$ cat config.mk
export PLATFORM = sky130hd
export DESIGN_NAME = lsu_ctrl
export DESIGN_NICKNAME = d
export VERILOG_FILES = /design/src/rtl/lsu_ctrl.sv
export SDC_FILE = /design/constraint.sdc
export NUM_CORES = 1
export LEC_CHECK = 0
export CORE_MARGIN = 1.5
export CORE_UTILIZATION = 40
export CTS_BUF_LIST = sky130_fd_sc_hd__clkbuf_4
export DETAILED_ROUTE_END_ITERATION = 8
export PLACE_DENSITY = 0.8
export SLEW_MARGIN = 20
export SYNTH_ARGS = -nofsm -noshare
export SYNTH_HDL_FRONTEND = slang
export SYNTH_SLANG_ARGS = --single-unit
export TNS_END_PERCENT = 50
$ cat constraint.sdc
create_clock -name clk -period 1.75 [get_ports clk]
set_input_delay 0.35 -clock clk [delete_from_list [all_inputs] [get_ports clk]]
set_output_delay 0.35 -clock clk [all_outputs]
set_load 0.03 [all_outputs]
$ cat src/rtl/lsu_ctrl.sv
// Load/store unit: turns one EXU request into a single word-aligned memory access with byte mask.
// Optional `LSU_MISALIGN_TRAP_EN: misaligned requests return resp_err instead of being force-aligned.
module lsu_ctrl #(
  parameter int unsigned MEM_LAT = 1
) (
  input  logic        clk,
  input  logic        rst,
  input  logic        req_valid,
  output logic        req_ready,
  input  logic        req_wen,
  input  logic [31:0] req_addr,
  input  logic [31:0] req_wdata,
  input  logic [1:0]  req_size,
  input  logic        req_unsigned,
  output logic        resp_valid,
  output logic [31:0] resp_rdata,
  output logic        resp_err,
  output logic        mem_valid,
  output logic        mem_wen,
  output logic [31:0] mem_raddr,
  input  logic [31:0] mem_rdata,
  output logic [31:0] mem_waddr,
  output logic [31:0] mem_wdata,
  output logic [7:0]  mem_wmask
);

  typedef enum logic [1:0] {IDLE, ACCESS, RESP} state_t;

  localparam logic [3:0] CNT_LAST = 4'(MEM_LAT - 1);

  state_t      state;
  logic [3:0]  cnt;
  logic        wen_q;
  logic [1:0]  off_q;
  logic [1:0]  size_q;
  logic        uns_q;

  logic [1:0]  eff_off;
  logic [3:0]  req_mask;
  logic [31:0] word_addr;
  logic [31:0] ld_shift;
  logic [31:0] ld_data;
`ifdef LSU_MISALIGN_TRAP_EN
  logic        req_misalign;
`endif

  // Lane offset is forced onto the natural boundary of the access size
  always_comb begin
    word_addr = {req_addr[31:2], 2'b00};
    eff_off   = req_addr[1:0];
    req_mask  = 4'b1111;
    case (req_size)
      2'd0: begin
        eff_off  = req_addr[1:0];
        req_mask = 4'b0001 << eff_off;
      end
      2'd1: begin
        eff_off  = req_addr[1:0] & 2'b10;
        req_mask = 4'b0011 << eff_off;
      end
      default: begin
        eff_off  = 2'b00;
        req_mask = 4'b1111;
      end
    endcase
`ifdef LSU_MISALIGN_TRAP_EN
    req_misalign = ((req_size == 2'd1) && req_addr[0]) ||
                   (req_size[1] && (req_addr[1:0] != 2'b00));
`endif
  end

  always_comb begin
    ld_shift = mem_rdata >> {off_q, 3'b000};
    ld_data  = ld_shift;
    case (size_q)
      2'd0:    ld_data = uns_q ? {24'h0, ld_shift[7:0]}  : {{24{ld_shift[7]}},  ld_shift[7:0]};
      2'd1:    ld_data = uns_q ? {16'h0, ld_shift[15:0]} : {{16{ld_shift[15]}}, ld_shift[15:0]};
      default: ld_data = ld_shift;
    endcase
  end

  always_ff @(posedge clk) begin
    if (rst) begin
      state      <= IDLE;
      cnt        <= 4'd0;
      wen_q      <= 1'b0;
      off_q      <= 2'b00;
      size_q     <= 2'b00;
      uns_q      <= 1'b0;
      req_ready  <= 1'b1;
      resp_valid <= 1'b0;
      resp_rdata <= 32'h0;
      resp_err   <= 1'b0;
      mem_valid  <= 1'b0;
      mem_wen    <= 1'b0;
      mem_raddr  <= 32'h0;
      mem_waddr  <= 32'h0;
      mem_wdata  <= 32'h0;
      mem_wmask  <= 8'h00;
    end else begin
      case (state)
        IDLE: begin
          if (req_valid) begin
            wen_q     <= req_wen;
            off_q     <= eff_off;
            size_q    <= req_size;
            uns_q     <= req_unsigned;
            cnt       <= 4'd0;
            req_ready <= 1'b0;
`ifdef LSU_MISALIGN_TRAP_EN
            if (req_misalign) begin
              state      <= RESP;
              resp_valid <= 1'b1;
              resp_err   <= 1'b1;
              resp_rdata <= 32'h0;
            end else
`endif
            begin
              state     <= ACCESS;
              mem_valid <= 1'b1;
              mem_wen   <= req_wen;
              mem_raddr <= req_wen ? 32'h0 : word_addr;
              mem_waddr <= req_wen ? word_addr : 32'h0;
              mem_wdata <= req_wen ? (req_wdata << {eff_off, 3'b000}) : 32'h0;
              mem_wmask <= req_wen ? {4'b0000, req_mask} : 8'h00;
            end
          end
        end
        // Write enable only on the first cycle so a long access stores once
        ACCESS: begin
          mem_wen <= 1'b0;
          if (cnt == CNT_LAST) begin
            state      <= RESP;
            mem_valid  <= 1'b0;
            mem_raddr  <= 32'h0;
            mem_waddr  <= 32'h0;
            mem_wdata  <= 32'h0;
            mem_wmask  <= 8'h00;
            resp_valid <= 1'b1;
            resp_err   <= 1'b0;
            resp_rdata <= wen_q ? 32'h0 : ld_data;
          end else begin
            cnt <= cnt + 4'd1;
          end
        end
        RESP: begin
          resp_valid <= 1'b0;
          resp_err   <= 1'b0;
          req_ready  <= 1'b1;
          state      <= IDLE;
        end
        default: state <= IDLE;
      endcase
    end
  end

endmodule

=== After elaboration in Yosys (flattened, before gate mapping) ===
Index checks and enable logic that the tools add are counted.

* Register bits after elaboration: 153
* Input port bits: 103
* Output and inout bits: 141
* Word-level logic and storage cells: 79

* Add/subtract/negate cells: 1
* Equal/unequal tests: 7
* Shifts and indexed selects: 4
* Multiplexer cells: 36
* Reduce and logical (&&, ||, !) cells: 15

{| class="wikitable"
|+ Operators by type and width
! operator !! number
|-
| 32-bit two-way mux || 10
|-
| 32-bit case mux with 2 select lines || 4
|-
| 32-bit by 5-bit << shifter with 32-bit output || 1
|-
| 32-bit by 5-bit right shift with 32-bit output || 1
|-
| 8-bit two-way mux || 2
|-
| 4-bit case mux with 2 select lines || 2
|-
| 8-bit case mux with 2 select lines || 1
|-
| 4-bit two-way mux || 3
|-
| 2-bit AND reduction || 6
|-
| 1-bit case mux with 2 select lines || 5
|-
| 2-bit case mux with 2 select lines || 2
|-
| 2-bit by 1-bit equality test with 1-bit output (second input constant) || 3
|-
| 2-bit logical NOT || 3
|-
| 2-bit != test (second input constant) || 3
|-
| 3-bit AND reduction || 2
|-
| 2-bit nonzero test || 3
|-
| 1-bit two-way mux || 5
|-
| 4-bit by 1-bit adder with 4-bit output (second input constant) || 1
|-
| 4-bit logical NOT || 1
|-
| 2-bit two-way mux || 2
|-
| 1-bit by 2-bit << shifter with 4-bit output (first input constant) || 1
|-
| 2-bit by 2-bit << shifter with 4-bit output (first input constant) || 1
|-
| 2-bit equality test (second input constant) || 1
|}

=== Longest topological paths before layout ===
* Depth in word-level cells: 6
* Depth in mapped cells: 8
* Mapped depth without buffers: 6

=== Worst setup path before layout ===
No wires, ideal clock.

* Path kind: input to register
* Start point: input req_size[1]
* End point: register mem_wdata[25]
* Library setup time: 117 ps
* Arrival: 1708 ps
* Data required time: 1633 ps
* Setup slack: -75 ps
* Stages on the path: 4
* Buffers on the path: 1
* Cells stage by stage: buf_6 nor3b_2 mux4_2 a22o_1

* Longest elaborated chain between the ends: 6
* Elaborated cells on any way between the ends: 7
* Those cells by class: eq/ne (1); shift (1); mux (4); reduce/logical (1)

{| class="wikitable"
|+ Ends and longest elaborated chain
! item !! line !! RTL
|-
| from (decl) || 13 || <nowiki>input logic [1:0] req_size,</nowiki>
|-
| 2-bit by 1-bit equality test with 1-bit output or 2-bit logical NOT (tied branches) || 52 || <nowiki>case (req_size)</nowiki>
|-
| 2-bit case mux with 2 select lines * || 52 ||
|-
| 32-bit by 5-bit << shifter with 32-bit output * || 124 || <nowiki>mem_wdata <= req_wen ? (req_wdata << {eff_off, 3'b000}) : 32'h0;</nowiki>
|-
| 32-bit two-way mux * || 124 ||
|-
| 32-bit two-way mux * || 103 || <nowiki>if (req_valid) begin</nowiki>
|-
| 32-bit case mux with 2 select lines * || 101 || <nowiki>case (state)</nowiki>
|-
| to (signal assigned) || 124 ||
|-
| to (decl) || 23 || <nowiki>output logic [31:0] mem_wdata,</nowiki>
|}

Mark *: on every way between the ends. The rest lies on a longest branch, timed or not. The select of a mux whose other input is x is not followed.
A chain may end at the register's enable or synchronous reset.

=== Worst setup path after layout ===
* Start point: register cnt[1]
* End point: register mem_raddr[29]

* Longest elaborated chain between the ends: 3

{| class="wikitable"
|+ Ends and longest elaborated chain
! item !! line !! RTL
|-
| from (decl) || 32 || <nowiki>logic [3:0] cnt;</nowiki>
|-
| from (signal assigned) || 143 || <nowiki>cnt <= cnt + 4'd1;</nowiki>
|-
| 4-bit logical NOT || 132 || <nowiki>if (cnt == CNT_LAST) begin</nowiki>
|-
| 2-bit != test (no line) || n/a ||
|-
| 3-bit AND reduction (no line) || n/a ||
|-
| to (signal assigned) || 122 || <nowiki>mem_raddr <= req_wen ? 32'h0 : word_addr;</nowiki>
|-
| to (decl) || 20 || <nowiki>output logic [31:0] mem_raddr,</nowiki>
|}

Every way passes these cells.

==> out/qor.txt <==
Leakage - 0.00384 uW
Die ar. - 15,100 um^2
CTS sink cnt - 144
Max cap viols - 0
Cells after Synth - 534
Largest family of logic cells by synthesized area - compound AO/OA/AOI/OAI gates
Period utilisation layout - 100%
Die span in y - 123 um
Drt drc - 0
Rows - 43
WL/cell - 19.6 um
Type of origin of the critical path - flop
Via density - 5.61
Worst Tran Pin Value - 0.813 ns
Root Buffer - clkbuf_4
Crit path cell chain - inv_2 -> ha_4 -> nor3b_2 -> buf_4 -> a211oi_4 -> buf_4 -> clkbuf_16 -> a22o_1
Peak VDD IR - 555 uV
Slowest library cell on the worst path - dfxtp_2
Reg clk slew, reported paths - 0.13 ns
Synth Area in XOR/XNOR - 0%
Final setup viols - 3
Register area share after synthesis - 50.1%
Mapped cell area - 5760 um^2
FILL cells - 1,097
Mapped Avg Cell Area - 10.8 um^2
Placer Congestion - 0.906
First-pass GRT wire length - 29.4 mm
H-tree levels - 4
Primary flip-flop cell chosen by synthesis mapping - dfxtp_1
Failing checks - negative setup slack
Final Non-Filler Cells - 1,018
Max Slew Vio Count - 0
Starting DRT DRC Count - 386
Worst path max stage delay - 0.37 ns
Fraction of registers with async set/reset - 0%
Count of cell types in the netlist - 45
Critical path class - reg -> reg
Core area - 14,000 um^2
Initial antenna violation count - 0
Drt total wl - 20.0 mm
Simple-gate portion of the synthesized area - 8.39%
GRT Overall Usage - 25.4%
CTS buffer count - 17
HP Class - in -> reg
Worst path required time - 2.25 ns
Worst path most repeated cell - buf_4
Clock Tree Buf Depth - 2
Pre-Repair DR Iteration Count - 5
Most frequent cells in the layout - 142 x dfxtp_1, 101 x clkdlybuf4s50_1, 83 x a22o_1
Max_slew headroom - 45.6%
Pin count of the biggest net entering global routing - 60
Hold Violations, Final - 0
Critical path data arrival time - 2.25 ns
Post-synthesis mux area share - 11.3%
Gr ovfl total - 0
Seq cells post-synth - 144
Die width - 123 um
Vias - 5,709
Starting Density - 41.2%
Clock Skew - 0.0251 ns
Status - finished with violations
CTS tree - yes
# IOs - 244
Clock insertion delay at the later pin of the skew report - 0.56 ns
Period minus WS final - 1.75 ns
Vias in the first global route - 5,663
Post-CTS Hold Buffers - 0
RSZ-0062 raised after global routing - yes
ANT cells - 0
Most common cell after layout, fill and taps aside - dfxtp_1
Post-layout util - 64.9%
Yosys warnings - 0
P per Cell Area - 790 nW/um^2
Area Overhead vs Synth - 57.7%
Highest Clock Rate - 570 MHz
# placed instances - 976
Fin nets - 930
Post-synth EDFFs - 0
Crit path max fanout - 15
Crit. End Element - flop
Final WS setup - -0.00372 ns
Adder-cell area share of the yosys netlist - 0.434%
HPWL after DPL - 14.6 mm
Share of cells above drive strength 1 - 21.5%
Compound-cell area share of the yosys netlist - 24.7%
Final ANT Viol Nets - 0
# port buffers - 234
==> registers in the layout, summed over array words and instances, names as in the netlist <==
name,flops
mem_wmask,4
mem_wdata,32
state,2
off_q,2
resp_valid,1
mem_valid,1
size_q,2
mem_wen,1
req_ready,1
wen_q,1
resp_rdata,32
mem_raddr,30
mem_waddr,30
cnt,4
uns_q,1
==> power by group <==
part           internal (uW)  total [uW]  leakage, uW  switching (uW)
Sequential              3430        3530      0.00117             101
Combinational            733        1580      0.00253             848
Clock                    742        2060     0.000140            1320
Total                   4910        7180      0.00384            2270
==> cell usage after synthesis (2+ instances only) <==
library cell  count  area (um^2)
dfxtp_1         144         2880
nor3_1            3         15.0
a21oi_1          29          145
buf_4             9         67.6
ha_1              2         25.0
o21ai_0          32          160
a22o_1           83          727
inv_1             7         26.3
mux2i_1          20          200
nand2_1          42          158
buf_2            17         85.1
clkbuf_1         19         71.3
nand4_1           4         25.0
a21o_1            2         15.0
or4b_1            2         20.0
nand2b_1          7         43.8
or3b_1            2         17.5
nor2_1           20         75.1
buf_1             3         11.3
nor3b_2           3         37.5
mux4_2           16          360
buf_6             2         22.5
mux2_2            8         90.1
nor2b_1           2         12.5
a32oi_1           8         70.1
a221o_1           8         80.1
nand3_1           3         15.0
o211ai_1          5         37.5
a22oi_1          16          120
==> repair_timing <==
action                     4_1_cts  5_1_grt
gates resized for setup        159      116
cloned                           0        5
setup endpoints to repair      225      183
pin swaps                        1        5
setup buffers                    0        5
==> final timing paths <==
check	startpoint	to	slack (ns)	cells past startpoint
worst min register to register	mem_wdata[15]	mem_wdata[15]	0.46	2
worst min-delay path	rst	mem_wmask[2]	0.16	2
worst max register to register	cnt[1]	mem_raddr[29]	-0.004	8
worst max-delay path	cnt[1]	mem_raddr[29]	-0.004	8
==> critical path: cells and delay by family, from the launching register on <==
kind	cells	cell delay [ns]
AO/OA/AOI/OAI	2	0.44
adder cells (fa/ha/maj)	1	0.15
buffers and inverters	4	0.60
flip-flops	1	0.37
AND/OR/NAND/NOR	1	0.14
==> kinds of logic after synthesis <==
group,Yosys count
AOI/OAI and AO/OA,190
adders and majority gates,2
buffers and inverters,58
DFF,144
muxes,44
other,1
and+or+nand+nor,95
==> metal layers <==
| layer | vias to the layer above | GRT usage, % | part of all wire, % |
|---|---|---|---|
| met2 | 314 | 43.3 | 48 |
| met1 | 2742 | 28.5 | 38 |
| li1 | 2599 | - | - |
| met4 | 0 | 12.5 | 4.0 |
| met5 | - | 0 | 0 |
| met3 | 54 | 8.21 | 9.6 |
==> metrics by stage <==
| stage | total power (uW) | hold slack [ns] | worst slack, ns | cell area, um^2 | TNS, ns |
|---|---|---|---|---|---|
| CTS | 7140 | 0.115 | -0.00196 | 8900 | -0.00196 |
| finish | 7180 | 0.158 | -0.00372 | 9080 | -0.00473 |
| floorplan | 4350 | 0.445 | 0.0477 | 5800 | 0 |
| global route | 7490 | 0.129 | -0.0671 | 9080 | -2.58 |
| global placement | 5150 | 0.429 | -0.422 | 8740 | -25.41 |
| detailed placement | 5180 | 0.450 | -0.461 | 8740 | -30.83 |
==> final cells by class <==
type,instances,area [um^2],share of cell area [%]
repair buffers,315,2980,32.8
inverters,7,26.3,0.289
flip-flops and latches,144,2890,31.8
well taps,180,225,2.48
clock inverters,15,146,1.61
multi-input cells,340,2690,29.6
clock buffers,17,128,1.40
Note: power is estimated with default switching activity, not from simulation.
